`src/rtl/fetch_unit.sv`:
```
// Instruction fetch stage: owns the architectural PC, fetches one word at a time
// over a valid/ready memory bus and presents it to execute under valid/ready.
module fetch_unit #(
   parameter logic [31:0] RESET_PC = 32'h0000_0000
) (
   input  logic        clk,
   input  logic        rst_n,
   output logic        imem_req_valid,
   input  logic        imem_req_ready,
   output logic [31:0] imem_addr,
   input  logic        imem_resp_valid,
   input  logic [31:0] imem_resp_data,
   input  logic        redirect_valid,
   input  logic [31:0] redirect_target,
   output logic        instr_valid,
   input  logic        instr_ready,
   output logic [31:0] instruction,
   output logic [31:0] pc,
   output logic [31:0] pcNext,
   output logic        fetch_fault
);

   typedef enum logic [2:0] {
      IDLE,
      REQ,
      WAIT,
      HOLD,
      DRAIN,
      FAULT
   } state_t;

   localparam logic [31:0] NOP = 32'h0000_0013;

   state_t      state_q, state_d;
   logic [31:0] fetchPc_q, fetchPc_d;
   logic [31:0] instr_q, instr_d;
   logic [31:0] pc_q, pc_d;
   logic        redirPend_q, redirPend_d;
   logic [31:0] redirTgt_q, redirTgt_d;
   logic        fault_q, fault_d;
   logic        misaligned;

   // State and datapath registers, all cleared asynchronously.
   always_ff @(posedge clk or negedge rst_n) begin
      if (!rst_n) begin
         state_q     <= IDLE;
         fetchPc_q   <= RESET_PC;
         instr_q     <= NOP;
         pc_q        <= RESET_PC;
         redirPend_q <= 1'b0;
         redirTgt_q  <= RESET_PC;
         fault_q     <= 1'b0;
      end else begin
         state_q     <= state_d;
         fetchPc_q   <= fetchPc_d;
         instr_q     <= instr_d;
         pc_q        <= pc_d;
         redirPend_q <= redirPend_d;
         redirTgt_q  <= redirTgt_d;
         fault_q     <= fault_d;
      end
   end

   assign misaligned = redirect_valid && (redirect_target[1:0] != 2'b00);

   // Next-state logic. A redirect never disturbs an issued request: it is latched
   // and the outstanding response is drained before fetching at the target.
   always_comb begin
      state_d     = state_q;
      fetchPc_d   = fetchPc_q;
      instr_d     = instr_q;
      pc_d        = pc_q;
      redirPend_d = redirPend_q;
      redirTgt_d  = redirTgt_q;
      fault_d     = fault_q;
      if (misaligned) begin
         state_d = FAULT;
         fault_d = 1'b1;
      end else begin
         case (state_q)
            IDLE: state_d = REQ;
            REQ: begin
               if (redirect_valid) begin
                  redirPend_d = 1'b1;
                  redirTgt_d  = redirect_target;
               end
               if (imem_req_ready) begin
                  state_d = (redirPend_q || redirect_valid) ? DRAIN : WAIT;
               end
            end
            WAIT: begin
               if (redirect_valid) begin
                  if (imem_resp_valid) begin
                     fetchPc_d = redirect_target;
                     state_d   = REQ;
                  end else begin
                     redirPend_d = 1'b1;
                     redirTgt_d  = redirect_target;
                     state_d     = DRAIN;
                  end
               end else if (imem_resp_valid) begin
                  instr_d = imem_resp_data;
                  pc_d    = fetchPc_q;
                  state_d = HOLD;
               end
            end
            HOLD: begin
               if (redirect_valid) begin
                  fetchPc_d = redirect_target;
                  state_d   = REQ;
               end else if (instr_ready) begin
                  fetchPc_d = fetchPc_q + 32'd4;
                  state_d   = REQ;
               end
            end
            DRAIN: begin
               if (redirect_valid) begin
                  redirTgt_d = redirect_target;
               end
               if (imem_resp_valid) begin
                  fetchPc_d   = redirect_valid ? redirect_target : redirTgt_q;
                  redirPend_d = 1'b0;
                  state_d     = REQ;
               end
            end
            FAULT:   state_d = FAULT;
            default: state_d = IDLE;
         endcase
      end
   end

   assign imem_req_valid = (state_q == REQ);
   assign imem_addr      = fetchPc_q;
   assign instr_valid    = (state_q == HOLD);
   assign instruction    = instr_q;
   assign pc             = pc_q;
   assign pcNext         = pc_q + 32'd4;
   assign fetch_fault    = fault_q;

endmodule
```
`config.mk`:
```
export PLATFORM = sky130hd
export DESIGN_NAME = fetch_unit
export DESIGN_NICKNAME = d
export VERILOG_FILES = /design/src/rtl/fetch_unit.sv
export SDC_FILE = /design/constraint.sdc
export NUM_CORES = 1
export LEC_CHECK = 0
export ABC_AREA = 1
export BUFFER_PORTS_ARGS = -buffer_cell sky130_fd_sc_hd__buf_2
export CORE_MARGIN = 8
export CORE_UTILIZATION = 35
export DETAILED_ROUTE_END_ITERATION = 16
export PLACE_DENSITY = 0.53
export SYNTH_ARGS = -nofsm -noshare
export SYNTH_HDL_FRONTEND = slang
export SYNTH_SLANG_ARGS = --single-unit
export TNS_END_PERCENT = 30
```
`constraint.sdc`:
```
create_clock -name clk -period 2.5 [get_ports clk]
set_input_delay 0.25 -clock clk [delete_from_list [all_inputs] [get_ports clk]]
set_output_delay 0.25 -clock clk [all_outputs]
set_load 0.05 [all_outputs]
```
==> run_summary.xml <==
<?xml version="1.0" encoding="UTF-8"?>
<metrics>
  <group name="floorplanning">
    <metric name="floorplan.initialDensity" unit="%">35.3</metric>
    <metric name="die_height" unit="um">169</metric>
    <metric name="num_io_pins" unit="">201</metric>
    <metric name="placement_rows" unit="">56</metric>
    <metric name="chipWidth" unit="um">169</metric>
    <metric name="die_area" unit="mm2">0.0285</metric>
    <metric name="floorplan.core_area" unit="mm2">0.0232</metric>
  </group>
  <group name="grt">
    <metric name="first_pass_grt_wire_length" unit="um">43000</metric>
    <metric name="global_route.overflow_total" unit="">0</metric>
    <metric name="pin_count_of_the_biggest_net_entering_global_routing" unit="">60</metric>
    <metric name="met2_usage" unit="%">29.4</metric>
    <metric name="grt_antenna_before_repair" unit="">2</metric>
    <metric name="grtUsageMet3" unit="%">4.22</metric>
    <metric name="grt-busiest-layer" unit="">met2</metric>
    <metric name="met1_usage" unit="%">26.5</metric>
    <metric name="first_global_vias" unit="">7627</metric>
    <metric name="global_route_usage_over_all_layers" unit="%">19.0</metric>
  </group>
  <group name="yosys">
    <metric name="ys_seq_elements" unit="">133</metric>
    <metric name="synth-warning-count" unit="">0</metric>
    <metric name="netlist_top_cells_area" unit="">dfrtp_1 40%, nand2_1 16%, o21ai_0 7.5%</metric>
    <metric name="netlist_instances" unit="">1134</metric>
    <metric name="fraction_of_synthesized_cell_area_taken_by_the_top_area_cell_type" unit="%">39.8</metric>
    <metric name="synth.avg_cell_area" unit="um2">7.21</metric>
    <metric name="postSynthNetCount" unit="">1206</metric>
    <metric name="post-synth-top-area-cell" unit="">dfrtp_1</metric>
    <metric name="seq_area_frac_synth" unit="%">40.7</metric>
    <metric name="synthDistinctLibCells" unit="">42</metric>
    <metric name="syn_area" unit="mm2">0.00818</metric>
  </group>
  <group name="worst_setup_path">
    <metric name="worst-endpoint-required" unit="ps">2250</metric>
    <metric name="timing.critical_path.arrival" unit="ps">2150</metric>
    <metric name="timing.critical_path.buf_inv" unit="">1</metric>
    <metric name="cp_slowest_stage_delay" unit="ps">400</metric>
    <metric name="critical_path.startpoint_type" unit="">flop</metric>
    <metric name="timing.critical_path.to_type" unit="">output pin</metric>
    <metric name="crit_chain" unit="">ha_4 &gt; nand2_4 &gt; nor3_4 &gt; nand2_2 &gt; nor2_4 &gt; nand3_4 &gt; nor2_4 &gt; nand2_2 &gt; xnor2_2 &gt; buf_6</metric>
    <metric name="critical_path_peak_fanout" unit="">4</metric>
    <metric name="r2r-end" unit="">imem_addr[12]$_DFFE_PN0P_</metric>
    <metric name="r2r_slack" unit="ps">380</metric>
    <metric name="timing.critical_path.max_delay_family" unit="">simple AND/OR/NAND/NOR gates</metric>
    <metric name="critical_path_class" unit="">flop to output pin</metric>
    <metric name="rr_worst_depth" unit="">9</metric>
    <metric name="r2r-start" unit="">state_q[2]$_DFFE_PN0P_</metric>
    <metric name="critical_path.slowest_cell" unit="">dfrtp_2</metric>
  </group>
  <group name="pwr">
    <metric name="p_switching" unit="mW">5.18</metric>
    <metric name="power_frac_comb" unit="%">45.2</metric>
    <metric name="p_clk_share" unit="%">23.7</metric>
    <metric name="netSwitchingFraction" unit="%">48.8</metric>
    <metric name="power.static_leakage" unit="nW">5.50</metric>
    <metric name="seqPwrFrac" unit="%">31.1</metric>
    <metric name="cell_internal_pwr" unit="mW">5.44</metric>
    <metric name="power.ir.vdd_worst" unit="mV">0.466</metric>
    <metric name="pwr_density_cell" unit="mW/mm2">1020</metric>
  </group>
  <group name="hold_path">
    <metric name="worst_hold_startpoint" unit="">imem_resp_data[11]</metric>
    <metric name="timing.hold.worst_path_depth" unit="">2</metric>
    <metric name="holdCritPathClass" unit="">input pin to flop</metric>
    <metric name="worst_hold_path.endpoint" unit="">instruction[11]$_DFFE_PN0P_</metric>
  </group>
  <group name="timing">
    <metric name="timing_max_transition_violations_final" unit="">0</metric>
    <metric name="max_slew.worst_pin.slew" unit="ps">598</metric>
    <metric name="grt_setup_unrepaired" unit="">true</metric>
    <metric name="report.final.hold_viol_count" unit="">0</metric>
    <metric name="min_period_over_period" unit="%">95.9</metric>
    <metric name="maxSlewHeadroom" unit="%">60.1</metric>
    <metric name="finClkSkew" unit="ps">16.0</metric>
    <metric name="finalHoldWorstSlack" unit="ps">30.1</metric>
    <metric name="finalWorstPathRequiredPeriod" unit="ps">2400</metric>
    <metric name="setup_tns" unit="ps">0</metric>
    <metric name="fmax" unit="MHz">417</metric>
    <metric name="setup_viol" unit="">0</metric>
    <metric name="postLayoutSetupSlackWorst" unit="ps">102</metric>
  </group>
  <group name="clock_tree">
    <metric name="cts_buffer_depth" unit="">2</metric>
    <metric name="htree_levels" unit="">4</metric>
    <metric name="clock_sinks" unit="">133</metric>
    <metric name="clk_pin_slew_worst_paths" unit="ps">70</metric>
    <metric name="cts_tree" unit="">done</metric>
    <metric name="clock_tree.root_cell" unit="">clkbuf_16</metric>
    <metric name="clk-insertion-delay-late" unit="ps">430</metric>
    <metric name="numCtsBuffers" unit="">17</metric>
  </group>
  <group name="routing">
    <metric name="routed_wl" unit="um">27100</metric>
    <metric name="firstDrtPassIters" unit="">5</metric>
    <metric name="route.vias.total" unit="">8018</metric>
    <metric name="drtIter0Drc" unit="">587</metric>
    <metric name="remaining_drc_errors" unit="">0</metric>
    <metric name="route.detailed.wl_per_inst" unit="um">16.3</metric>
    <metric name="detail-route-antenna-nets" unit="">0</metric>
    <metric name="vias_per_cell" unit="">4.81</metric>
  </group>
  <group name="placement">
    <metric name="place_hpwl" unit="um">20700</metric>
    <metric name="post-place-ws" unit="ps">124</metric>
    <metric name="finalWeightedCongestion" unit="">0.896</metric>
    <metric name="placedCellCount" unit="">1624</metric>
    <metric name="buffer_ports.inserted" unit="">200</metric>
  </group>
  <group name="status">
    <metric name="status" unit="">complete, no violations</metric>
  </group>
  <group name="finish">
    <metric name="post_layout_nonfiller_instances" unit="">1666</metric>
    <metric name="drive_gt1_share" unit="%">24.6</metric>
    <metric name="area.growth.synth_to_final" unit="%">27.2</metric>
    <metric name="nets" unit="">1405</metric>
  </group>
  <group name="flow_run">
    <metric name="cap_viol_max_count" unit="">0</metric>
  </group>
</metrics>
## worst max path at each step
stage | cells past startpoint | from | slack, ps | to
global route | 9 | pc[3]$_DFFE_PN0P_ | -50 | pcNext[27]
global placement | 10 | pc[2]$_DFFE_PN0P_ | 180 | pcNext[22]
finish | 10 | pc[3]$_DFFE_PN0P_ | 100 | pcNext[22]
CTS | 10 | pc[2]$_DFFE_PN0P_ | -40 | pcNext[16]
detailed placement | 10 | pc[2]$_DFFE_PN0P_ | 120 | pcNext[22]
floorplan | 7 | pc[4]$_DFFE_PN0P_ | -140 | pcNext[25]
## cells in the mapped netlist
| cell | n |
|---|---|
| nand2_1 | 359 |
| inv_1 | 131 |
| dfrtp_1 | 130 |
| o21ai_0 | 123 |
| nor2_1 | 96 |
| nand3_1 | 33 |
| o211ai_1 | 28 |
| a21oi_1 | 27 |
| xor2_1 | 21 |
| mux2_2 | 18 |
| buf_2 | 17 |
| clkbuf_1 | 17 |
| o21ai_1 | 16 |
| mux2_1 | 15 |
| a21boi_1 | 13 |
| xnor2_1 | 12 |
| nand4_1 | 8 |
| nor3_1 | 8 |
| inv_2 | 7 |
| buf_4 | 6 |
| buf_6 | 5 |
| nor2_2 | 5 |
| nor4_1 | 5 |
| a31oi_1 | 4 |
| nand2_2 | 4 |
| a22oi_1 | 3 |
| dfstp_2 | 3 |
| and3_1 | 2 |
| ha_1 | 2 |
| nor2_4 | 2 |
| o221ai_1 | 2 |
| or2_2 | 2 |
| a211oi_1 | 1 |
| a21boi_0 | 1 |
| buf_1 | 1 |
| clkbuf_2 | 1 |
| nand3_2 | 1 |
| nand3_4 | 1 |
| nor3_2 | 1 |
| nor4_2 | 1 |
| o22ai_1 | 1 |
| o311ai_0 | 1 |
## metrics by stage
stage | power (mW) | util, % | area (um2)
finish | 10.6 | 44.9 | 10400
global route | 11.4 | 44.9 | 10400
CTS | 10.7 | 44.5 | 10300
detailed placement | 8.13 | 41.4 | 9590
global placement | 8.10 | 41.4 | 9590
floorplan | 6.69 | - | 8230
## flip-flops by register name, indices dropped and copies added (netlist names)
register     count
instruction     32
redirPend_q      1
redirTgt_q      32
fetch_fault      1
state_q          3
imem_addr       32
pc              32
## cells by family after synthesis
logic type | share of synthesized area, %
simple gates | 26.3
xor+xnor | 3.53
fa+ha+maj | 0.306
flops | 40.7
buf+inv | 9.50
compound gates | 15.1
mux | 4.54
## per-layer routing
metal / part of all wire [%] / wire length (um)
met5: 0.037 / 10
met2: 44 / 12000
met4: 1.1 / 308
met1: 48 / 13000
met3: 6.5 / 1760
## area by class of cell
class | instances | area, um2
Multi-Input combinational cell | 816 | 4230
Fill cell | 2414 | 12800
Sequential cell | 133 | 3340
Antenna cell | 1 | 2.50
Clock inverter | 15 | 158
Timing Repair Buffer | 227 | 1330
Inverter | 138 | 518
Tap cell | 319 | 399
Clock buffer | 17 | 425
## power groups by stage
stage / Combinational (mW) / Clock, mW / Sequential (mW)
3_5_place_dp: 4.79 / 0 / 3.34
5_1_grt: 5.31 / 2.66 / 3.38
3_3_place_gp: 4.77 / 0 / 3.33
4_1_cts: 4.83 / 2.58 / 3.30
6_report: 4.80 / 2.52 / 3.31
2_1_floorplan: 2.42 / 0 / 4.28
## cells in the final DEF (no fill, tap or decap), drive strengths merged
cell type and instances:
xor2 21, inv 147, dlygate4sd3 1, o21ai 139, nand2 363, o311ai 1, xnor2 12, a22oi 3
a21oi 27, clkinv 3, ha 2, nor4 6, buf 225, dfrtp 130, o211ai 28, bufinv 1
clkinvlp 2, mux2 33, nand3 35, a21boi 14, a31oi 4, nor3 9, or2 2, dfstp 3
and3 2, a211oi 1, nor2 103, o221ai 2, o22ai 1, diode 1, clkbuf 18, nand4 8
## what timing repair did
item,in CTS,in global routing
buffers inserted,7,1
pin swaps,4,7
endpoints found under the setup margin,13,13
resized for setup,21,26
gates cloned,0,0
hold buffers,1,0
endpoints found under the hold margin,53,0
No activity file was read; power rests on OpenSTA's default activity.
